[config.mk]
export PLATFORM = sky130hd
export DESIGN_NAME = bbs_reverse_stepper
export DESIGN_NICKNAME = d
export VERILOG_FILES = /design/src/rtl/bbs_pkg.sv /design/src/rtl/bbs_modmul_seq.sv /design/src/rtl/bbs_reverse_stepper.sv
export SDC_FILE = /design/constraint.sdc
export NUM_CORES = 1
export LEC_CHECK = 0
export CORE_UTILIZATION = 55
export CTS_CLUSTER_SIZE = 12
export DETAILED_ROUTE_END_ITERATION = 8
export PLACE_DENSITY = 0.82
export SYNTH_ARGS = -nofsm -noshare
export SYNTH_HDL_FRONTEND = slang
export SYNTH_SLANG_ARGS = --single-unit
[constraint.sdc]
create_clock -name clk -period 4.93 [get_ports clk]
set_clock_uncertainty 0.15 [all_clocks]
set_input_delay 0.986 -clock clk [delete_from_list [all_inputs] [get_ports clk]]
set_output_delay 0.986 -clock clk [all_outputs]
set_load 0.01 [all_outputs]
[src/rtl/bbs_pkg.sv]
`default_nettype none
// ============================================================================
//  Module      : bbs_pkg
//  Description : Shared constants for the BBS forward generator and the
//                reverse stepper: state width, Blum modulus, principal-root
//                exponent and the reverse-stepper FSM state encoding.
//  Revision    : 1.0 - initial release
// ============================================================================
package bbs_pkg;

    localparam int                     SIZE     = 16;
    localparam logic [SIZE-1:0]        MOD      = 16'd40633;   // 179 * 227
    localparam int                     EXP_BITS = 13;
    localparam logic [EXP_BITS-1:0]    EXP      = 13'd5029;    // ((p-1)(q-1)+4)/8
    localparam int                     K_W      = $clog2(EXP_BITS);

    // Reverse-stepper FSM encoding
    localparam logic [2:0] S_IDLE = 3'd0;
    localparam logic [2:0] S_LOAD = 3'd1;
    localparam logic [2:0] S_SQR  = 3'd2;
    localparam logic [2:0] S_MUL  = 3'd3;
    localparam logic [2:0] S_CHK  = 3'd4;
    localparam logic [2:0] S_DONE = 3'd5;

endpackage
`default_nettype wire

[src/rtl/bbs_modmul_seq.sv]
`default_nettype none
// ============================================================================
//  Module      : bbs_modmul_seq
//  Description : Sequential modular multiplier, p = a*b mod MOD. One issue
//                cycle loads the operands, then SIZE left-to-right shift-add
//                iterations (multiplier MSB first). done is high during the
//                last iteration cycle and p carries the final product then.
//                Operands must be < MOD; the result is always < MOD.
//  Revision    : 1.0 - initial release
// ============================================================================
module bbs_modmul_seq
    import bbs_pkg::*;
(
    input  logic            clk,
    input  logic            reset,
    input  logic            start,
    input  logic [SIZE-1:0] a,
    input  logic [SIZE-1:0] b,
    output logic            busy,
    output logic            done,
    output logic [SIZE-1:0] p
);

    localparam int               CNT_W   = $clog2(SIZE + 1);
    localparam logic [SIZE+1:0]  MOD_EXT = {2'b00, MOD};

    logic [SIZE-1:0]  r_a;
    logic [SIZE-1:0]  r_b;
    logic [SIZE-1:0]  r_r;
    logic [CNT_W-1:0] r_cnt;
    logic             r_busy;

    logic [SIZE+1:0]  w_dbl;
    logic [SIZE+1:0]  w_dbl_red;
    logic [SIZE+1:0]  w_sum;
    logic [SIZE+1:0]  w_sum_red;
    logic [SIZE-1:0]  w_r_next;
    logic [1:0]       w_unused_hi;

    // One shift-add step: r = 2r mod MOD, then r = r + (b_msb ? a : 0) mod MOD
    always_comb begin
        w_dbl     = {1'b0, r_r, 1'b0};
        w_dbl_red = (w_dbl >= MOD_EXT) ? (w_dbl - MOD_EXT) : w_dbl;
        w_sum     = w_dbl_red + (r_b[SIZE-1] ? {2'b00, r_a} : '0);
        w_sum_red = (w_sum >= MOD_EXT) ? (w_sum - MOD_EXT) : w_sum;
    end

    assign {w_unused_hi, w_r_next} = w_sum_red;

    assign busy = r_busy;
    assign done = r_busy && (r_cnt == CNT_W'(1));
    assign p    = w_r_next;

    // Operand load on start, then one iteration per cycle until the count expires
    always_ff @(posedge clk or negedge reset) begin
        if (!reset) begin
            r_a    <= '0;
            r_b    <= '0;
            r_r    <= '0;
            r_cnt  <= '0;
            r_busy <= 1'b0;
        end else if (start && !r_busy) begin
            r_a    <= a;
            r_b    <= b;
            r_r    <= '0;
            r_cnt  <= CNT_W'(SIZE);
            r_busy <= 1'b1;
        end else if (r_busy) begin
            r_r   <= w_r_next;
            r_b   <= {r_b[SIZE-2:0], 1'b0};
            r_cnt <= r_cnt - CNT_W'(1);
            if (r_cnt == CNT_W'(1)) begin
                r_busy <= 1'b0;
            end
        end
    end

endmodule
`default_nettype wire

[src/rtl/bbs_reverse_stepper.sv]
`default_nettype none
// ============================================================================
//  Module      : bbs_reverse_stepper
//  Description : Inverse BBS step. Computes the principal square root
//                x(i-1) = x(i)^EXP mod MOD by square-and-multiply over EXP
//                (MSB already consumed by loading acc = x), then squares the
//                root once more to confirm it maps back to the input.
//                Fixed 325-cycle latency; out-of-range inputs take 2 cycles.
//  Revision    : 1.0 - initial release
// ============================================================================
module bbs_reverse_stepper
    import bbs_pkg::*;
(
    input  logic            clk,
    input  logic            reset,
    input  logic            in_valid,
    output logic            in_ready,
    input  logic [SIZE-1:0] in_state,
    output logic            out_valid,
    input  logic            out_ready,
    output logic [SIZE-1:0] out_state,
    output logic            out_lsb,
    output logic            out_ok,
    output logic            out_err
);

    localparam logic [K_W-1:0] K_INIT = K_W'(EXP_BITS - 2);

    logic [2:0]      r_state;
    logic [SIZE-1:0] r_acc;
    logic [SIZE-1:0] r_base;
    logic [K_W-1:0]  r_k;
    logic            r_out_valid;
    logic [SIZE-1:0] r_out_state;
    logic            r_out_ok;
    logic            r_out_err;

    logic            w_in_err;
    logic            w_mul_start;
    logic [SIZE-1:0] w_mul_b;
    logic            w_mul_busy;
    logic            w_mul_done;
    logic [SIZE-1:0] w_mul_p;

    assign w_in_err    = (r_base == '0) || (r_base >= MOD);
    assign w_mul_start = ((r_state == S_SQR) || (r_state == S_MUL) || (r_state == S_CHK))
                         && !w_mul_busy;
    // Squaring and the final check use acc for both operands; MUL uses the input
    assign w_mul_b     = (r_state == S_MUL) ? r_base : r_acc;

    bbs_modmul_seq u_modmul (
        .clk   (clk),
        .reset (reset),
        .start (w_mul_start),
        .a     (r_acc),
        .b     (w_mul_b),
        .busy  (w_mul_busy),
        .done  (w_mul_done),
        .p     (w_mul_p)
    );

    assign in_ready  = (r_state == S_IDLE);
    assign out_valid = r_out_valid;
    assign out_state = r_out_state;
    assign out_lsb   = r_out_state[0];
    assign out_ok    = r_out_ok;
    assign out_err   = r_out_err;

    // Control FSM: accept, walk the exponent bits, verify, then hold the result
    always_ff @(posedge clk or negedge reset) begin
        if (!reset) begin
            r_state     <= S_IDLE;
            r_acc       <= '0;
            r_base      <= '0;
            r_k         <= '0;
            r_out_valid <= 1'b0;
            r_out_state <= '0;
            r_out_ok    <= 1'b0;
            r_out_err   <= 1'b0;
        end else begin
            case (r_state)
                S_IDLE: begin
                    if (in_valid) begin
                        r_base  <= in_state;
                        r_state <= S_LOAD;
                    end
                end
                S_LOAD: begin
                    if (w_in_err) begin
                        r_out_state <= '0;
                        r_out_ok    <= 1'b0;
                        r_out_err   <= 1'b1;
                        r_state     <= S_DONE;
                    end else begin
                        r_acc   <= r_base;
                        r_k     <= K_INIT;
                        r_state <= S_SQR;
                    end
                end
                S_SQR: begin
                    if (w_mul_done) begin
                        r_acc <= w_mul_p;
                        if (EXP[r_k]) begin
                            r_state <= S_MUL;
                        end else if (r_k == '0) begin
                            r_state <= S_CHK;
                        end else begin
                            r_k <= r_k - K_W'(1);
                        end
                    end
                end
                S_MUL: begin
                    if (w_mul_done) begin
                        r_acc <= w_mul_p;
                        if (r_k == '0) begin
                            r_state <= S_CHK;
                        end else begin
                            r_k     <= r_k - K_W'(1);
                            r_state <= S_SQR;
                        end
                    end
                end
                S_CHK: begin
                    if (w_mul_done) begin
                        r_out_state <= r_acc;
                        r_out_ok    <= (w_mul_p == r_base);
                        r_out_err   <= 1'b0;
                        r_state     <= S_DONE;
                    end
                end
                S_DONE: begin
                    // out_valid rises one cycle after entry; leave only on handshake
                    if (!r_out_valid) begin
                        r_out_valid <= 1'b1;
                    end else if (out_ready) begin
                        r_out_valid <= 1'b0;
                        r_state     <= S_IDLE;
                    end
                end
                default: begin
                    r_state <= S_IDLE;
                end
            endcase
        end
    end

endmodule
`default_nettype wire

==> results of run 1 <==
## synthesized netlist by cell type (4+ instances only)
library cell    n
nand2_1       149
dfrtp_1       112
o21ai_0        82
nor2_1         41
clkbuf_1       33
xnor2_1        30
inv_1          25
a21oi_1        23
ha_1           23
a22oi_1        19
mux2i_1        19
nand3_1        19
xor2_1         19
and2_1         18
a22o_1         17
o22ai_1        17
mux2_2         13
nor3_1         11
nand4_1         9
o21a_1          9
o211ai_1        8
a21o_1          7
nor2b_1         6
o31ai_1         6
and3_1          5
nand2b_1        5
a31oi_1         4
buf_2           4
o2111ai_1       4
or4_1           4
## layout make-up
| class | count | share of cell area [%] |
|---|---|---|
| multi-input cells | 635 | 47.2 |
| repair buffers | 171 | 15.3 |
| flip-flops and latches | 112 | 30.8 |
| clock buffers | 11 | 2.78 |
| inverters | 25 | 1.03 |
| well taps | 172 | 2.37 |
| clock inverters | 5 | 0.427 |
## power groups by stage
stage | registers, mW | logic [mW] | clock network, mW
2_1_floorplan | 0.936 | 0.000255 | 0
3_3_place_gp | 0.936 | 0.0337 | 0
3_5_place_dp | 0.936 | 0.0343 | 0
4_1_cts | 0.918 | 0.0342 | 0.723
5_1_grt | 0.918 | 0.0378 | 0.754
6_report | 0.918 | 0.0331 | 0.716
## routing by layer
layer,up-vias,wire length (um),GRT usage (%)
met5,-,0,0
met4,0,804,15.6
met3,66,1560,2.93
met2,348,10000,52.3
met1,3334,9030,46.2
li1,3210,-,-
## flip-flops by register name, summed over array words and instances, names as in the netlist
register        cells
u_modmul.r_cnt      5
r_base             16
u_modmul.r_a       16
u_modmul.r_r       16
out_ok              1
out_err             1
r_k                 4
r_state             3
r_acc              16
out_valid           1
out_state          16
u_modmul.r_b       16
u_modmul.busy       1
## cell families after synthesis
family	Yosys count	synth area share [%]
simple gates	287	18.4
compound gates	243	23.3
flops	112	39.4
buf+inv	67	3.83
xor+xnor	49	6.03
mux	32	4.73
fa+ha+maj	24	4.33
## critical path, stage by stage, from the launching register on
cell and delay [ps]:
dfrtp_1 390, o2111a_1 280, o21a_1 200, nor2_2 120, o31ai_2 80, nor2_2 210
buf_4 140, xnor2_1 150, inv_1 100, fa_1 410, nand2b_2 230, a21oi_4 240
buf_4 150, a211oi_1 80, a311oi_2 350, a21oi_2 100, nand4_1 160, nand3_2 110
buf_12 170, mux2i_1 120, a222oi_1 340, nand4_1 120, or4_1 450, o32ai_2 270
## final timing paths
path                                       start               end  slack [ps]
worst max-delay path             u_modmul.r_r[1]            out_ok        -270
worst min-delay path            u_modmul.r_a[11]  u_modmul.r_a[11]         320
worst max register to register   u_modmul.r_r[1]            out_ok        -270
worst min register to register  u_modmul.r_a[11]  u_modmul.r_a[11]         320
max in group asynchronous                  reset  u_modmul.r_b[12]        2980
min in group asynchronous                  reset            r_k[3]         640
## repair_timing
| item | 4_1_cts | 5_1_grt |
|---|---|---|
| pin swaps | 8 | 14 |
| buffers inserted | 2 | 4 |
| setup endpoints to repair | 2 | 21 |
| gates resized for setup | 13 | 25 |
## cells in the final DEF, fill, tap and decap left out, types with 19 or more instances in the layout
cell type and count:
nor2_1 34, buf_4 131, ha_1 22, xnor2_1 21
clkdlybuf4s50_1 39, a21oi_1 20, o21ai_0 79, mux2i_1 19
dfrtp_1 112, nand2_1 149, inv_1 24
==> qor.yml, run 1 <==
placement:
  dp_slack_ps: -350
  port_buffers: 40
  gp_congestion: 1.02
  post_dp_cell_area_um2: 8550
  placed_cells: 1109
  dpl.hpwl_mm: 15.7
synthesis:
  synthArstFlopShare_pct: 100
  synthTopCellsByArea: "dfrtp_1, nand2_1, o21ai_0"
  syn_inst: 814
  synth_warnings: 0
  synth-edff-count: 0
  syn-cell-area_um2: 7120
  synthFlopType: "dfrtp_1"
  postSynthAreaPerCell_um2: 8.74
  synth-seq-cells: 112
  ys_seq_area_share_pct: 39.4
  yosysUniqueCellTypes: 76
  synth_top_area_cell: "dfrtp_1"
  synth_top_cell_area_share_pct: 39.4
  synth_fp_nets: 858
die:
  die_area_um2: 13400
  dieHeight_um: 116
  rows: 41
  coreArea_um2: 12600
  initial_core_util_pct: 56.4
  io_pins: 41
  chipWidth_um: 116
global_routing:
  grt_max_degree: 82
  antenna_found_initial: 0
  grt_pass1_wl_mm: 33.6
  grt_pass1_vias: 6555
  grt_use_total_pct: 33.0
  overflow: 0
worst_setup_path:
  cp_max_fo: 16
  required_ps: 5040
  endpoint_kind: "flip-flop"
  reg2regPathDepth: 23
  arrival_ps: 5300
  cp-start-kind: "flip-flop"
  critPathKind: "flip-flop to flip-flop"
worst_hold_path:
  hold_depth: 2
  hp-class: "flip-flop to flip-flop"
timing:
  slew_violations: 0
  setup_viol: 1
  fin_ws_ps: -266
  timing.fmax_mhz: 192
  rsz0062_at_grt: "yes"
  fin_setup_tns_ps: -266
  hold_ws_ps: 322
  tightest_slew_ps: 1180
  finalHoldViolCount: 0
  relSlewSlack_pct: 21.4
  fin_crit_ps: 5200
  period_share_pct: 105
clocking:
  clk_latency_ps: 350
  numCtsBuffers: 9
  cts-root-buf: "clkbuf_16"
  cts_max_path_buffers: 2
  hold_buffers: 0
  htreeDepth: 3
  clock-sinks: 112
  cts_tree: "yes"
  path_clk_slew_ps: 70
route:
  wl_mm: 21.4
  drt-initial-drc-count: 726
  vias: 6958
  dr.pass1.iters: 8
  via_per_inst: 6.15
  ant_nets: 0
  wl_per_cell_um: 19.0
  drcViolationCount: 0
cells_and_area:
  nets: 998
  num_antenna_cells: 0
  ff_latch_area_um2: 2800
  fin_cells: 1131
  filler_cell_count: 921
  drive_above_1_share_pct: 23.5
  final_design_area_no_fill_um2: 9090
  fin_util_pct: 72.0
  multi_input_area_um2: 4290
  syn_to_final_growth_pct: 27.7
power:
  total_power_mw: 1.67
  peakVddDrop_uv: 211
  p_switching_mw: 0.361
  cellPowerDensity_nw_per_um2: 183
  p_sw_share_pct: 21.7
  p_seq_share_pct: 55.1
  p_comb_share_pct: 2.0
  clkPwrFrac_pct: 42.9
  p_int_mw: 1.31
  power_leakage_nw: 4.28
run_status:
  violations: "negative setup slack"
  status: "finished with violations"
flow_run:
  max_cap_violations: 0
No activity file was read; power rests on OpenSTA's default activity.
==> run 2: changes to the inputs <==
CORE_MARGIN = 1   (was unset)
PLACE_DENSITY = 0.74   (was 0.82)
==> qor.yml, run 2 (synthesis results as in run 1) <==
worst_setup_path:
  endpoint_kind: "flip-flop"  # unchanged
  reg2reg_from: "u_modmul.r_r[0]"  # was u_modmul.r_r[1]
  cp-start-kind: "flip-flop"  # unchanged
  reg2regPathDepth: 24  # was 23
  cp_max_fo: 7  # was 16
  critPathKind: "flip-flop to flip-flop"  # unchanged
  r2r_slack_ps: -340  # was -270 ps
  arrival_ps: 5380  # was 5300 ps
  required_ps: 5040  # about the same
  reg2reg_to: "out_ok"  # unchanged
worst_hold_path:
  min_to: "u_modmul.r_a[2]"  # was u_modmul.r_a[11]
  min-delay-start: "u_modmul.r_a[2]"  # was u_modmul.r_a[11]
  hp-class: "flip-flop to flip-flop"  # unchanged
  hold_depth: 2  # unchanged
clocking:
  hold_buffers: 0  # unchanged
  htreeDepth: 3  # unchanged
  cts-root-buf: "clkbuf_16"  # unchanged
  clock-sinks: 112  # unchanged
  numCtsBuffers: 9  # unchanged
  cts_max_path_buffers: 2  # unchanged
  clk_latency_ps: 350  # about the same
  cts_tree: "yes"  # unchanged
  path_clk_slew_ps: 70  # about the same
flow_run:
  max_cap_violations: 0  # unchanged
global_routing:
  grt_max_degree: 43  # was 82
  grt_pass1_wl_mm: 34.5  # was 33.6 mm
  antenna_found_initial: 0  # unchanged
  overflow: 0  # unchanged
  grt_pass1_vias: 6785  # was 6555
  grt_use_total_pct: 33.9  # was 33.0%
power:
  clkPwrFrac_pct: 45.8  # was 42.9%
  peakVddDrop_uv: 188  # was 211 uV
  p_sw_share_pct: 21.2  # was 21.7%
  p_seq_share_pct: 52.2  # was 55.1%
  p_switching_mw: 0.373  # was 0.361 mW
  power_leakage_nw: 4.36  # was 4.28 nW
  total_power_mw: 1.76  # was 1.67 mW
  p_int_mw: 1.38  # was 1.31 mW
  p_comb_share_pct: 1.9  # was 2.0%
  cellPowerDensity_nw_per_um2: 189  # was 183 nW/um^2
cells_and_area:
  layout_common_cells: "nand2_1, buf_4, dfrtp_1"  # unchanged
  drive_above_1_share_pct: 24.4  # was 23.5%
  nets: 1007  # was 998
  fin_util_pct: 73.5  # was 72.0%
  syn_to_final_growth_pct: 30.4  # was 27.7%
  filler_cell_count: 986  # was 921
  final_common_cell: "nand2_1"  # unchanged
  num_antenna_cells: 0  # unchanged
die:
  dieHeight_um: 116  # unchanged
  chipWidth_um: 116  # unchanged
  rows: 41  # unchanged
  die_area_um2: 13400  # unchanged
  initial_core_util_pct: 56.4  # unchanged
  coreArea_um2: 12600  # unchanged
  io_pins: 41  # unchanged
route:
  vias: 7043  # was 6958
  ant_nets: 0  # unchanged
  wl_per_cell_um: 19.2  # was 19.0 um
  dr.pass1.iters: 5  # was 8
  via_per_inst: 6.18  # was 6.15
  drt-initial-drc-count: 702  # was 726
  drcViolationCount: 0  # unchanged
  wl_mm: 21.8  # was 21.4 mm
placement:
  dp_slack_ps: -353  # was -350 ps
  port_buffers: 40  # unchanged
  gp_congestion: 0.960  # was 1.02
  dpl.hpwl_mm: 16.0  # was 15.7 mm
timing:
  fin_crit_ps: 5270  # was 5200 ps
  period_share_pct: 107  # was 105%
  relSlewSlack_pct: 18.7  # was 21.4%
  tightest_slew_ps: 1220  # was 1180 ps
  fin_ws_ps: -337  # was -266 ps
  timing.fmax_mhz: 190  # was 192 MHz
  fin_setup_tns_ps: -337  # was -266 ps
  slew_violations: 0  # unchanged
  finalHoldViolCount: 0  # unchanged
  setup_viol: 1  # unchanged
  rsz0062_at_grt: "yes"  # unchanged
run_status:
  status: "finished with violations"  # unchanged
  violations: "negative setup slack"  # unchanged
==> run 2: final cells by class <==
cell class                      instances  area [um^2]  share of cell area, %
Multi-Input combinational cell        636         4380                   47.2
Sequential cell                       112         2800                   30.2
Timing Repair Buffer                  179         1460                   15.7
Clock buffer                            9          225                   2.43
Tap cell                              172          215                   2.32
Clock inverter                          7          103                   1.11
Inverter                               25          101                   1.09
==> run 2: worst max path at each step <==
| stage | depth (start not counted) | startpoint | end |
|---|---|---|---|
| after CTS | 24 | u_modmul.r_r[0] | out_ok |
| after global routing | 24 | u_modmul.r_r[3] | out_ok |
| after detailed placement | 25 | u_modmul.r_r[1] | out_ok |
| final | 24 | u_modmul.r_r[0] | out_ok |
| after floorplan | 24 | u_modmul.r_r[2] | out_ok |
| after global placement | 23 | u_modmul.r_r[1] | out_ok |
==> run 2: what timing repair did <==
| item | 4_1_cts | 5_1_grt |
|---|---|---|
| buffers inserted | 9 | 5 |
| gates cloned | 1 | 0 |
| setup endpoints to repair | 7 | 25 |
| resized for setup | 21 | 41 |
| pin swaps | 16 | 13 |
| hold endpoints to repair | 0 | 0 |
==> run 2: routing by layer <==
layer	GRT usage [%]	vias up	routed length, um	share of wire, %
met4	13.6	0	636	2.9
met5	0	-	0	0
met2	55.2	322	10300	47
li1	-	3240	-	-
met1	45.9	3418	9310	43
met3	4.39	63	1560	7.2
==> run 2: stage by stage <==
step           std cells  hold WS [ps]  instance area (um^2)
2_1_floorplan        814           288                  7160
3_3_place_gp        1111           307                  8550
3_5_place_dp        1111           310                  8550
4_1_cts             1137           328                  9050
5_1_grt             1140           344                  9280
6_report            1140           329                  9280
==> run 2: worst max-delay path, stage by stage (launching register included) <==
cell      delay (ps)
dfrtp_1          380
o2111a_1         270
o21a_1           210
nor2_4           120
o31ai_4           90
nor2_2           200
buf_6            150
inv_8             40
o211ai_1         100
xnor2_1          110
ha_1             370
o211ai_1         160
o21ai_2          210
buf_4            170
nor2_1            40
o311a_1          370
a21oi_2          210
nand4_1          270
nand3_4          240
buf_6            130
o211ai_1         130
a22oi_1          190
o221ai_1         130
or4_1            500
o32ai_2          210
==> run 2: power groups by stage <==
stage	logic [mW]	clock network [mW]	registers, mW
after floorplan	0.000255	0	0.936
after detailed placement	0.0350	0	0.936
after global placement	0.0341	0	0.936
after global routing	0.0384	0.844	0.918
after CTS	0.0351	0.809	0.918
final	0.0338	0.806	0.918
==> run 3: changes to the inputs <==
CORE_ASPECT_RATIO = 1.75   (was unset)
==> qor.yml, run 3 (synthesis results as in run 1) <==
placement:
  port_buffers: 40  # unchanged
  dpl.hpwl_mm: 17.5  # was 16.0 mm
  gp_congestion: 0.986  # was 0.960
  dp_slack_ps: -506  # was -353 ps
global_routing:
  grt_max_degree: 78  # was 43
  grt_pass1_vias: 7090  # was 6785
  overflow: 0  # unchanged
  grt_pass1_wl_mm: 36.5  # was 34.5 mm
  grt_use_total_pct: 36.0  # was 33.9%
  antenna_found_initial: 0  # unchanged
timing:
  period_share_pct: 108  # was 107%
  timing.fmax_mhz: 188  # was 190 MHz
  tightest_slew_ps: 1180  # was 1220 ps
  rsz0062_at_grt: "yes"  # unchanged
  fin_ws_ps: -402  # was -337 ps
  finalHoldViolCount: 0  # unchanged
  slew_violations: 0  # unchanged
  relSlewSlack_pct: 21.1  # was 18.7%
  fin_crit_ps: 5330  # was 5270 ps
  setup_viol: 1  # unchanged
clocking:
  cts_tree: "yes"  # unchanged
  clock-sinks: 112  # unchanged
  cts_max_path_buffers: 2  # unchanged
  htreeDepth: 3  # unchanged
  path_clk_slew_ps: 80  # was 70 ps
  cts-root-buf: "clkbuf_16"  # unchanged
  numCtsBuffers: 9  # unchanged
  clk_latency_ps: 350  # about the same
worst_setup_path:
  required_ps: 5040  # about the same
  cp_slowest_cell: "or4_1"  # unchanged
  critPathKind: "flip-flop to flip-flop"  # unchanged
  worstPathCellList: "o2111a_1, o21a_1, nor2_2, o31ai_2, nor2_2, inv_2, o211ai_1, xnor2_1, ha_1, o211ai_1, o21ai_2, buf_6, nor2_4, o311a_1, a21oi_2, nand4_1, nand3_2, buf_12, and3_1, o32a_1, o311ai_0, or4_1, o32ai_2"  # was o2111a_1, o21a_1, nor2_4, o31ai_4, nor2_2, buf_6, inv_8, o211ai_1, xnor2_1, ha_1, o211ai_1, o21ai_2, buf_4, nor2_1, o311a_1, a21oi_2, nand4_1, nand3_4, buf_6, o211ai_1, a22oi_1, o221ai_1, or4_1, o32ai_2
  arrival_ps: 5450  # was 5380 ps
  cp-start-kind: "flip-flop"  # unchanged
  slowest_delay_ps: 550  # was 500 ps
  critPathTopFamily: "compound AO/OA/AOI/OAI gates"  # unchanged
  cp_max_fo: 9  # was 7
  path_buf_inv: 3  # was 4
  endpoint_kind: "flip-flop"  # unchanged
run_status:
  status: "finished with violations"  # unchanged
  violations: "negative setup slack"  # unchanged
cells_and_area:
  nets: 1007  # unchanged
  num_antenna_cells: 0  # unchanged
  final_common_cell: "nand2_1"  # unchanged
  layout_common_cells: "nand2_1, buf_4, dfrtp_1"  # unchanged
  syn_to_final_growth_pct: 28.9  # was 30.4%
  drive_above_1_share_pct: 24.1  # was 24.4%
  fin_util_pct: 73.0  # was 73.5%
power:
  power_leakage_nw: 4.33  # was 4.36 nW
  cellPowerDensity_nw_per_um2: 182  # was 189 nW/um^2
  peakVddDrop_uv: 253  # was 188 uV
die:
  dieHeight_um: 152  # was 116 um
  io_pins: 41  # unchanged
  initial_core_util_pct: 56.6  # was 56.4%
  chipWidth_um: 88.0  # was 116 um
  coreArea_um2: 12600  # about the same
  rows: 54  # was 41
  die_area_um2: 13400  # about the same
route:
  dr.pass1.iters: 6  # was 5
  via_per_inst: 6.15  # was 6.18
  vias: 6988  # was 7043
  ant_nets: 0  # unchanged
  wl_per_cell_um: 20.4  # was 19.2 um
  wl_mm: 23.2  # was 21.8 mm
  drt-initial-drc-count: 524  # was 702
  drcViolationCount: 0  # unchanged
worst_hold_path:
  hp-class: "flip-flop to flip-flop"  # unchanged
flow_run:
  max_cap_violations: 0  # unchanged
-- run 3: final cells by class --
type / count / area (um^2)
clock buffer: 11 / 253
clock inverter: 5 / 38.8
fill: 966 / 3390
inverter: 25 / 93.8
multi-input combinational: 635 / 4300
sequential: 112 / 2800
tap: 168 / 210
timing repair buffer: 180 / 1470
-- run 3: path summary, 6_finish.rpt --
path,from,to,slack [ps],cells past startpoint
max,u_modmul.r_r[1],out_ok,-400,23
min,out_err,out_err,330,1
max reg2reg,u_modmul.r_r[1],out_ok,-400,23
min reg2reg,out_err,out_err,330,1
max in group asynchronous,reset,u_modmul.r_r[12],3010,2
min in group asynchronous,reset,out_state[8],610,1
-- run 3: power by group --
group	switching, mW	internal, mW	leakage, nW	total, mW
clock network	0.348	0.374	0.142	0.722
registers	0	0.918	1.52	0.918
logic	0.0197	0.0135	2.66	0.0333
total	0.368	1.31	4.33	1.67
-- run 3: worst register-to-register path, cell delays in order, from the launching register on --
cell      delay (ps)
dfrtp_1          390
o2111a_1         270
o21a_1           220
nor2_2           130
o31ai_2           90
nor2_2           250
inv_2            160
o211ai_1         150
xnor2_1          100
ha_1             360
o211ai_1         150
o21ai_2          290
buf_6            170
nor2_4            30
o311a_1          350
a21oi_2          210
nand4_1          160
nand3_2          180
buf_12           140
and3_1           190
o32a_1           190
o311ai_0         110
or4_1            550
o32ai_2          270
-- run 3: layer usage --
layer  wire, um  vias up  track usage [%]
met5          0        -                0
li1           -     3237                -
met4       1010        0             17.9
met3        959       74             3.58
met2      12600      252             65.6
met1       8580     3425             40.3
-- run 3: per-stage QoR --
step	area [um^2]	power [mW]	hold slack (ps)	setup TNS [ps]	cells
floorplan	7160	0.937	288	-130	814
global placement	8610	0.970	307	-459	1113
detailed placement	8610	0.970	314	-1060	1113
CTS	8950	1.68	330	-346	1132
global route	9170	1.71	364	-1350	1136
finish	9170	1.67	327	-402	1136
-- run 3: what timing repair did --
action                                  CTS  global route
gates resized for setup                   8            40
hold endpoints to repair                  0             0
endpoints found under the setup margin   16            25
hold buffers                              0             0
pin swaps                                 7             7
buffers inserted                          3             4
